<file path="config.mk">
export PLATFORM = sky130hd
export DESIGN_NAME = imem_loader_flat
export DESIGN_NICKNAME = d
export VERILOG_FILES = /design/src/rtl/imem_loader_pkg.sv /design/src/rtl/imem_loader_if.sv /design/src/rtl/imem_byte_packer.sv /design/src/rtl/imem_loader.sv /design/src/flat_wrapper.sv
export SDC_FILE = /design/constraint.sdc
export NUM_CORES = 1
export LEC_CHECK = 0
export BUFFER_PORTS_ARGS = -buffer_cell sky130_fd_sc_hd__buf_2
export CAP_MARGIN = 10
export CORE_MARGIN = 2
export CORE_UTILIZATION = 49
export DETAILED_ROUTE_END_ITERATION = 10
export PLACE_DENSITY_LB_ADDON = 0.1
export SLEW_MARGIN = 15
export SYNTH_ARGS = -nofsm -noshare
export SYNTH_HDL_FRONTEND = slang
export SYNTH_HIERARCHICAL = 1
export SYNTH_SLANG_ARGS = --single-unit
</file>
<file path="constraint.sdc">
create_clock -name clk -period 2.4 [get_ports clk]
set_input_delay 0.36 -clock clk [delete_from_list [all_inputs] [get_ports clk]]
set_output_delay 0.36 -clock clk [all_outputs]
set_load 0.02 [all_outputs]
</file>
<file path="src/rtl/imem_loader_pkg.sv">
// imem_loader_pkg: shared widths, state encoding and constants for the instruction-memory loader
package imem_loader_pkg;
  localparam int INSTR_W = 32;
  localparam int BYTE_W = 8;
  localparam int BYTES_PER_WORD = 4;
  localparam logic [INSTR_W-1:0] NOP = 32'h0000_0000;
  typedef enum logic [1:0] {IDLE, LOAD, WRITE, DONE} state_t;
endpackage

</file>
<file path="src/rtl/imem_loader_if.sv">
// imem_loader_if: byte stream in and instruction-memory write port out
interface imem_loader_if;
  import imem_loader_pkg::*;
  logic [BYTE_W-1:0] byte_in;
  logic byte_valid;
  logic byte_ready;
  logic mem_we;
  logic [31:0] mem_addr;
  logic [INSTR_W-1:0] mem_wdata;
  modport master (input byte_in, byte_valid, output byte_ready, mem_we, mem_addr, mem_wdata);
  modport slave (output byte_in, byte_valid, input byte_ready, mem_we, mem_addr, mem_wdata);
endinterface

</file>
<file path="src/rtl/imem_byte_packer.sv">
// imem_byte_packer: shifts bytes MSB-first into a word and flags the fourth byte
module imem_byte_packer
  import imem_loader_pkg::*;
(
  input  logic clk,
  input  logic rst_n,
  input  logic clr,
  input  logic en,
  input  logic [BYTE_W-1:0] byte_in,
  output logic [INSTR_W-1:0] word,
  output logic word_complete
);
  localparam int CW = $clog2(BYTES_PER_WORD);
  logic [CW-1:0] cnt;
  assign word_complete = en && cnt == CW'(BYTES_PER_WORD - 1);
  always_ff @(posedge clk or negedge rst_n)
    if (!rst_n) begin
      word <= NOP;
      cnt <= '0;
    end else if (clr) begin
      word <= NOP;
      cnt <= '0;
    end else if (en) begin
      word <= {word[INSTR_W-BYTE_W-1:0], byte_in};
      cnt <= cnt + 1'b1;
    end
endmodule

</file>
<file path="src/rtl/imem_loader.sv">
// imem_loader: packs a byte stream into words and writes them to instruction memory while holding the CPU
module imem_loader
  import imem_loader_pkg::*;
#(
  parameter int DEPTH = 128,
  parameter int CNT_W = 8
) (
  input  logic clk,
  input  logic rst_n,
  input  logic start,
  input  logic [CNT_W-1:0] num_words,
  imem_loader_if.master bus,
  output logic cpu_hold,
  output logic busy,
  output logic done,
  output logic err
);
  state_t state;
  logic [CNT_W-1:0] count, word_idx, nxt_idx;
  logic [INSTR_W-1:0] word;
  logic word_complete;
  logic take_start;
  assign take_start = start && (state == IDLE || state == DONE);
  assign nxt_idx = word_idx + 1'b1;
  assign bus.mem_wdata = word;
  imem_byte_packer u_pack (
    .clk(clk),
    .rst_n(rst_n),
    .clr(take_start),
    .en(bus.byte_valid && bus.byte_ready),
    .byte_in(bus.byte_in),
    .word(word),
    .word_complete(word_complete)
  );
  // byte_ready is a registered copy of (state == LOAD), so acceptance never depends on comb paths
  always_ff @(posedge clk or negedge rst_n)
    if (!rst_n) begin
      state <= IDLE;
      count <= '0;
      word_idx <= '0;
      bus.byte_ready <= 1'b0;
      bus.mem_we <= 1'b0;
      bus.mem_addr <= '0;
      cpu_hold <= 1'b0;
      busy <= 1'b0;
      done <= 1'b0;
      err <= 1'b0;
    end else begin
      case (state)
        IDLE, DONE: if (start) begin
          done <= 1'b0;
          err <= 1'b0;
          if (num_words == '0) begin
            state <= DONE;
            done <= 1'b1;
          end else if (num_words > CNT_W'(DEPTH)) begin
            state <= DONE;
            done <= 1'b1;
            err <= 1'b1;
          end else begin
            state <= LOAD;
            count <= num_words;
            word_idx <= '0;
            bus.mem_addr <= '0;
            bus.byte_ready <= 1'b1;
            cpu_hold <= 1'b1;
            busy <= 1'b1;
          end
        end
        LOAD: if (word_complete) begin
          state <= WRITE;
          bus.byte_ready <= 1'b0;
          bus.mem_we <= 1'b1;
          bus.mem_addr <= 32'({word_idx, 2'b00});
        end
        WRITE: begin
          bus.mem_we <= 1'b0;
          word_idx <= nxt_idx;
          if (nxt_idx == count) begin
            state <= DONE;
            done <= 1'b1;
            cpu_hold <= 1'b0;
            busy <= 1'b0;
          end else begin
            state <= LOAD;
            bus.byte_ready <= 1'b1;
          end
        end
      endcase
    end
endmodule

</file>
<file path="src/flat_wrapper.sv">
// flat-port wrapper written by rule: the top's interface ports become plain ports
module imem_loader_flat import imem_loader_pkg::*;
#(
  parameter int DEPTH = 128,
  parameter int CNT_W = 8
)
  (clk, rst_n, start, num_words, cpu_hold, busy, done, err, bus_byte_in, bus_byte_valid, bus_byte_ready, bus_mem_we, bus_mem_addr, bus_mem_wdata);
  imem_loader_if bus_i ();
  input  logic clk;
  input  logic rst_n;
  input  logic start;
  input  logic [CNT_W-1:0] num_words;
  output logic cpu_hold;
  output logic busy;
  output logic done;
  output logic err;
  input wire logic [$bits(bus_i.byte_in)-1:0] bus_byte_in;
  input wire logic [$bits(bus_i.byte_valid)-1:0] bus_byte_valid;
  output wire logic [$bits(bus_i.byte_ready)-1:0] bus_byte_ready;
  output wire logic [$bits(bus_i.mem_we)-1:0] bus_mem_we;
  output wire logic [$bits(bus_i.mem_addr)-1:0] bus_mem_addr;
  output wire logic [$bits(bus_i.mem_wdata)-1:0] bus_mem_wdata;
  assign bus_i.byte_in = bus_byte_in;
  assign bus_i.byte_valid = bus_byte_valid;
  assign bus_byte_ready = bus_i.byte_ready;
  assign bus_mem_we = bus_i.mem_we;
  assign bus_mem_addr = bus_i.mem_addr;
  assign bus_mem_wdata = bus_i.mem_wdata;
  imem_loader #(.DEPTH(DEPTH), .CNT_W(CNT_W)) u_core (.clk(clk), .rst_n(rst_n), .start(start), .num_words(num_words), .bus(bus_i), .cpu_hold(cpu_hold), .busy(busy), .done(done), .err(err));
endmodule
</file>
==> results.yml, run 1 <==
critical_path:
  crit_type: "reg2reg"
  crit_start: "u_core/word_idx[0]$_DFFE_PN0P_"
  endpoint: "u_core/done$_DFFE_PN0P_"
  critPathMaxFanout: 6
  required_ns: 2.64
  r2r-end: "u_core/done$_DFFE_PN0P_"
  r2r_setup_slack_ns: 0.14
  rr_startpoint: "u_core/word_idx[0]$_DFFE_PN0P_"
  arrival_ns: 2.50
  cp-end-kind: "register"
  reg2reg_depth: 6
  cp-start-kind: "register"
clocking:
  tritoncts: "done"
  post_cts_resized: 0
  cts_sinks: 65
  clock_latency_ns: 0.34
  numCtsBuffers: 9
  post_cts_buffers: 0
  cts.clk_slew.worst_paths_ns: 0.07
  htreeDepth: 3
  clock-root-buffer: "clkbuf_8"
  postCtsHoldBufs: 0
  cts_buffer_depth: 2
final_layout:
  final_cell_mix: "65 x buf_2, 65 x dfrtp_1, 37 x nor2_1"
  nets: 402
  drive_above_1_share_pct: 30.10
  n_antenna_cell: 0
  syn_to_final_growth_pct: 16.30
  num-fill-cells: 598
  fin_cells: 462
pwr:
  power_density_mw_per_mm2: 1332
  p_leak_nw: 2.079
  ir_drop_v: 0.0009651
  total_power_mw: 5.265
outcome:
  status: "finished, final reports clean"
timing:
  period_share_pct: 94.34
  slew_violations: 0
  setup_tns_ns: 0
  max_freq_mhz: 441.7
  rsz0062_at_grt: "false"
  fin_skew_ns: 0.01132
  min_period_ns: 2.264
  worst_pin_slew_ns: 0.7238
  finalHoldViolCount: 0
  setup_viol: 0
  maxSlewHeadroom_pct: 51.74
synth:
  syn_area_mm2: 0.003400
  syn_avg_cell_area_um2: 11.18
  ys.flop_type: "dfrtp_1"
  yosysSeqAreaShare_pct: 47.85
  synth_cells: 304
  synth-seq-cells: 65
  async_flop_share_pct: 100.0
  synth_edf_count: 0
  ys_types: 53
  ys.warnings.count: 6
run:
  drv_cap: 0
placement:
  gp_congestion: 0.8159
  io_buffer_count: 65
  dp_hpwl_um: 4752
  dp_cells: 446
die:
  pin_count: 90
  die_w_um: 87.30
  coreArea_mm2: 0.006756
  initial_core_util_pct: 50.31
  die-area_mm2: 0.007620
  dieHeight_um: 87.30
  row_count: 30
routing:
  drtIter0Drc: 141
  drt_wl_total_um: 6830
  first_pass_iters: 5
  vias_per_cell: 5.325
  postRouteAntennaNets: 0
  drc: 0
  vias: 2460
  wl_per_cell_um: 14.78
min_path:
  hold_class: "in2async"
global_route:
  grt_max_degree: 36
  grt_usage_pct: 18.71
  grt.overflow.total: 0
  grt_pass1_vias: 2214
  grt_first_pass_wirelength_um: 11040
  antenna_found_initial: 0
-- layout make-up --
type,instances,area [µm²],share of cell area (%)
Clock buffer,9,123.9,3.133
Clock inverter,7,117.6,2.975
Inverter,8,30.03,0.7595
Multi-Input combinational cell,215,1520,38.45
Sequential cell,65,1627,41.14
Tap cell,80,100.1,2.532
Timing Repair Buffer,78,435.4,11.01
-- synth_stat cells, drive strengths merged, types with 2 or more instances --
library cell,count,area share (%)
dfrtp,65,48
nor2,38,4.3
buf,35,8.7
mux2i,35,10
nand2,13,1.4
a22o,12,3.1
mux2,9,3.9
inv,8,0.88
o21ai,8,1.2
nand3,7,1.2
a21oi,5,0.85
ha,5,1.8
or3,5,0.92
xnor2,5,1.3
and3,4,0.74
clkbuf,4,0.44
nand4,4,0.74
xor2,4,1.0
a211o,3,0.77
and2,3,0.55
nand2b,3,0.55
nor3,3,0.59
nor2b,2,0.37
nor4b,2,0.52
o31ai,2,0.44
or4,2,0.55
-- state kept, by name (all words and copies together) (netlist names) --
register and flops:
u_core/bus.byte_ready 1, u_core/bus.mem_addr 8, u_core/bus.mem_we 1, u_core/busy 1, u_core/count 8, u_core/done 1, u_core/err 1, u_core/state 2
u_core/u_pack/cnt 2, u_core/u_pack/word 32, u_core/word_idx 8
-- stage by stage --
step | worst slack, ns | hold WS (ns) | utilization, % | area [µm²]
6_report | 0.1359 | 0.07187 | 58.52 | 3954
5_1_grt | 0.02391 | 0.1312 | 58.52 | 3954
4_1_cts | 0.1410 | 0.09109 | 58.52 | 3954
3_5_place_dp | 0.06099 | 0.4637 | 54.94 | 3712
3_3_place_gp | 0.08794 | 0.4712 | 54.94 | 3712
2_1_floorplan | 0.2404 | 0.06441 | - | 3486
-- power by group --
part           total (mW)  internal, mW  leakage (nW)  switching (mW)
registers            1.80          1.50         0.844           0.304
clock network        1.14         0.692         0.124           0.444
logic                2.33         0.927          1.11            1.40
total                5.27          3.11          2.08            2.15
-- cells by family after synthesis --
family                   count (synthesis)  synth area share (%)
flip-flops                              65                 47.85
multiplexers                            44                 14.17
AO/OA/AOI/OAI                           41                 9.791
adder cells (fa/ha/maj)                  5                 1.840
other                                    1                0.1103
AND/OR/NAND/NOR                         92                 13.91
buffers and inverters                   47                 10.01
XOR/XNOR                                 9                 2.319
-- worst min path at each step --
stage	from	to	slack, ns	cells past startpoint
floorplan	rst_n	u_core/bus.byte_ready$_DFFE_PN0P_	0.06	0
global placement	rst_n	u_core/bus.mem_addr[4]$_DFFE_PN0P_	0.47	1
detailed placement	rst_n	u_core/bus.mem_addr[4]$_DFFE_PN0P_	0.46	1
CTS	rst_n	u_core/bus.mem_addr[3]$_DFFE_PN0P_	0.09	1
global route	rst_n	u_core/bus.mem_addr[4]$_DFFE_PN0P_	0.13	1
finish	rst_n	u_core/bus.mem_addr[4]$_DFFE_PN0P_	0.07	1
-- worst max-delay path, stage by stage, from the launching register on --
cell      delay [ns]
dfrtp_1         0.41
ha_1            0.27
nor2b_1         0.16
or4b_2          0.63
nand3_1         0.24
nand3_1         0.15
a311oi_1        0.30
-- metal layers --
| metal | vias up | global-route usage, % | share of wire, % |
|---|---|---|---|
| li1 | 1163 | - | - |
| met1 | 1217 | 29.09 | 50 |
| met2 | 71 | 25.48 | 44 |
| met3 | 9 | 4.171 | 5.1 |
| met4 | 0 | 6.294 | 1.5 |
| met5 | - | 0 | 0 |
(Power assumes the default switching activity.)
==> inputs of run 2 (changes only) <==
- CELL_PAD_IN_SITES_DETAIL_PLACEMENT: default -> 0
- CELL_PAD_IN_SITES_GLOBAL_PLACEMENT: default -> 1
- CORE_UTILIZATION: 49 -> 41
==> results.yml, run 2 (synthesis results as in run 1) <==
outcome:
  status: "finished, final reports clean"
critical_path:
  reg2reg_depth: 6
  critPathMaxFanout: 6
  rr_startpoint: "u_core/word_idx[0]$_DFFE_PN0P_"
  crit_type: "reg2reg"
  cp-end-kind: "register"
  cp-start-kind: "register"
  arrival_ns: 2.44
  r2r-end: "u_core/done$_DFFE_PN0P_"
  required_ns: 2.65
  r2r_setup_slack_ns: 0.20
placement:
  dp_hpwl_um: 5237
  gp_congestion: 0.7640
  io_buffer_count: 65
final_layout:
  n_antenna_cell: 0
  nets: 405
  regMostFlops: "u_core/u_pack/word"
  final_cell_mix: "65 x buf_2, 65 x dfrtp_1, 37 x nor2_1"
  drive_above_1_share_pct: 30.65
  fin_util_pct: 48.82
  largest_reg_flops: 32
  syn_to_final_growth_pct: 16.82
global_route:
  grt.overflow.total: 0
  grt_first_pass_wirelength_um: 11770
  grt-busiest-layer: "met1"
  grt_pass1_vias: 2215
  antenna_found_initial: 0
  met2_usage_pct: 24.53
  grt_usage_pct: 17.41
  use_met3_pct: 2.925
  use_met1_pct: 26.05
  grt_max_degree: 40
clocking:
  post_cts_resized: 0
  cts_buffer_depth: 2
  cts_sinks: 65
  cts.clk_slew.worst_paths_ns: 0.07
  post_cts_buffers: 0
  postCtsHoldBufs: 0
  clock_latency_ns: 0.34
  htreeDepth: 3
  tritoncts: "done"
  clock-root-buffer: "clkbuf_8"
  numCtsBuffers: 9
pwr:
  ir_drop_v: 0.0005839
  total_power_mw: 5.160
  power_density_mw_per_mm2: 1299
  p_leak_nw: 2.068
routing:
  first_pass_iters: 5
  wl_per_cell_um: 15.24
  drt_wl_total_um: 7470
  vias: 2482
  vias_per_cell: 5.065
  drc: 0
  postRouteAntennaNets: 0
  drtIter0Drc: 118
die:
  die_w_um: 95.06
  dieHeight_um: 95.06
  initial_core_util_pct: 41.79
  coreArea_mm2: 0.008134
  die-area_mm2: 0.009035
  pin_count: 90
  row_count: 33
timing:
  max_freq_mhz: 455.0
  setup_tns_ns: 0
  maxSlewHeadroom_pct: 53.97
  worst_pin_slew_ns: 0.6904
  rsz0062_at_grt: "false"
  period_share_pct: 91.57
  setup_viol: 0
  fin_skew_ns: 0.007856
  min_period_ns: 2.198
  slew_violations: 0
  finalHoldViolCount: 0
run:
  drv_cap: 0
min_path:
  hold_class: "in2async"
-- run 2: changes by cell type in the layout (fill, tap and decap cells not counted) --
cell,previous run,this run
buf_4,12,15
bufinv_16,3,1
clkbuf_8,9,10
clkinv_2,2,1
clkinv_4,1,2
clkinvlp_4,0,2
inv_6,1,0
-- run 2: stage by stage --
step           setup WS (ns)  instance area, µm²  hold slack, ns  cells
4_1_cts               0.1958                3971         0.06445    490
6_report              0.2024                3971         0.05421    490
2_1_floorplan         0.2404                3486         0.06441    327
5_1_grt              0.07546                3971          0.1078    490
3_3_place_gp          0.1413                3766          0.4383    474
3_5_place_dp          0.1281                3766          0.4405    474
-- run 2: report_power, final --
group | internal, mW | switching [mW] | total [mW]
clock network | 0.509 | 0.444 | 0.953
registers | 1.50 | 0.323 | 1.82
logic | 0.952 | 1.44 | 2.39
-- run 2: area by class of cell --
cell class	instances	area (µm²)
clock buffers	10	137.6
clock inverters	6	67.56
fillers	787	4163
inverters	8	30.03
multi-input cells	215	1520
flip-flops and latches	65	1627
well taps	105	131.4
repair buffers	81	457.9
-- run 2: how the worst max path moves through the flow --
stage / start / endpoint / slack, ns / cells past startpoint
after global placement: num_words[2] / u_core/count[5]$_DFFE_PN0P_ / 0.14 / 6
after CTS: u_core/word_idx[0]$_DFFE_PN0P_ / u_core/done$_DFFE_PN0P_ / 0.20 / 6
final: u_core/word_idx[0]$_DFFE_PN0P_ / u_core/done$_DFFE_PN0P_ / 0.20 / 6
after floorplan: u_core/bus.byte_ready$_DFFE_PN0P_ / u_core/bus.mem_addr[2]$_DFFE_PN0P_ / 0.24 / 9
after detailed placement: num_words[2] / u_core/count[6]$_DFFE_PN0P_ / 0.13 / 6
after global routing: u_core/word_idx[0]$_DFFE_PN0P_ / u_core/done$_DFFE_PN0P_ / 0.08 / 6
-- run 2: worst max-delay path: stages, from the launching register on --
cell and delay [ns]:
dfrtp_1 0.39, ha_1 0.28, nor2b_1 0.17, or4b_2 0.63, nand3_1 0.21, nand3_1 0.14
a311oi_1 0.28
-- run 2: routing by layer --
metal	up-vias	routed length, µm
met2	83	3220
met1	1211	3763
met4	0	139
li1	1177	-
met3	11	347
met5	-	0
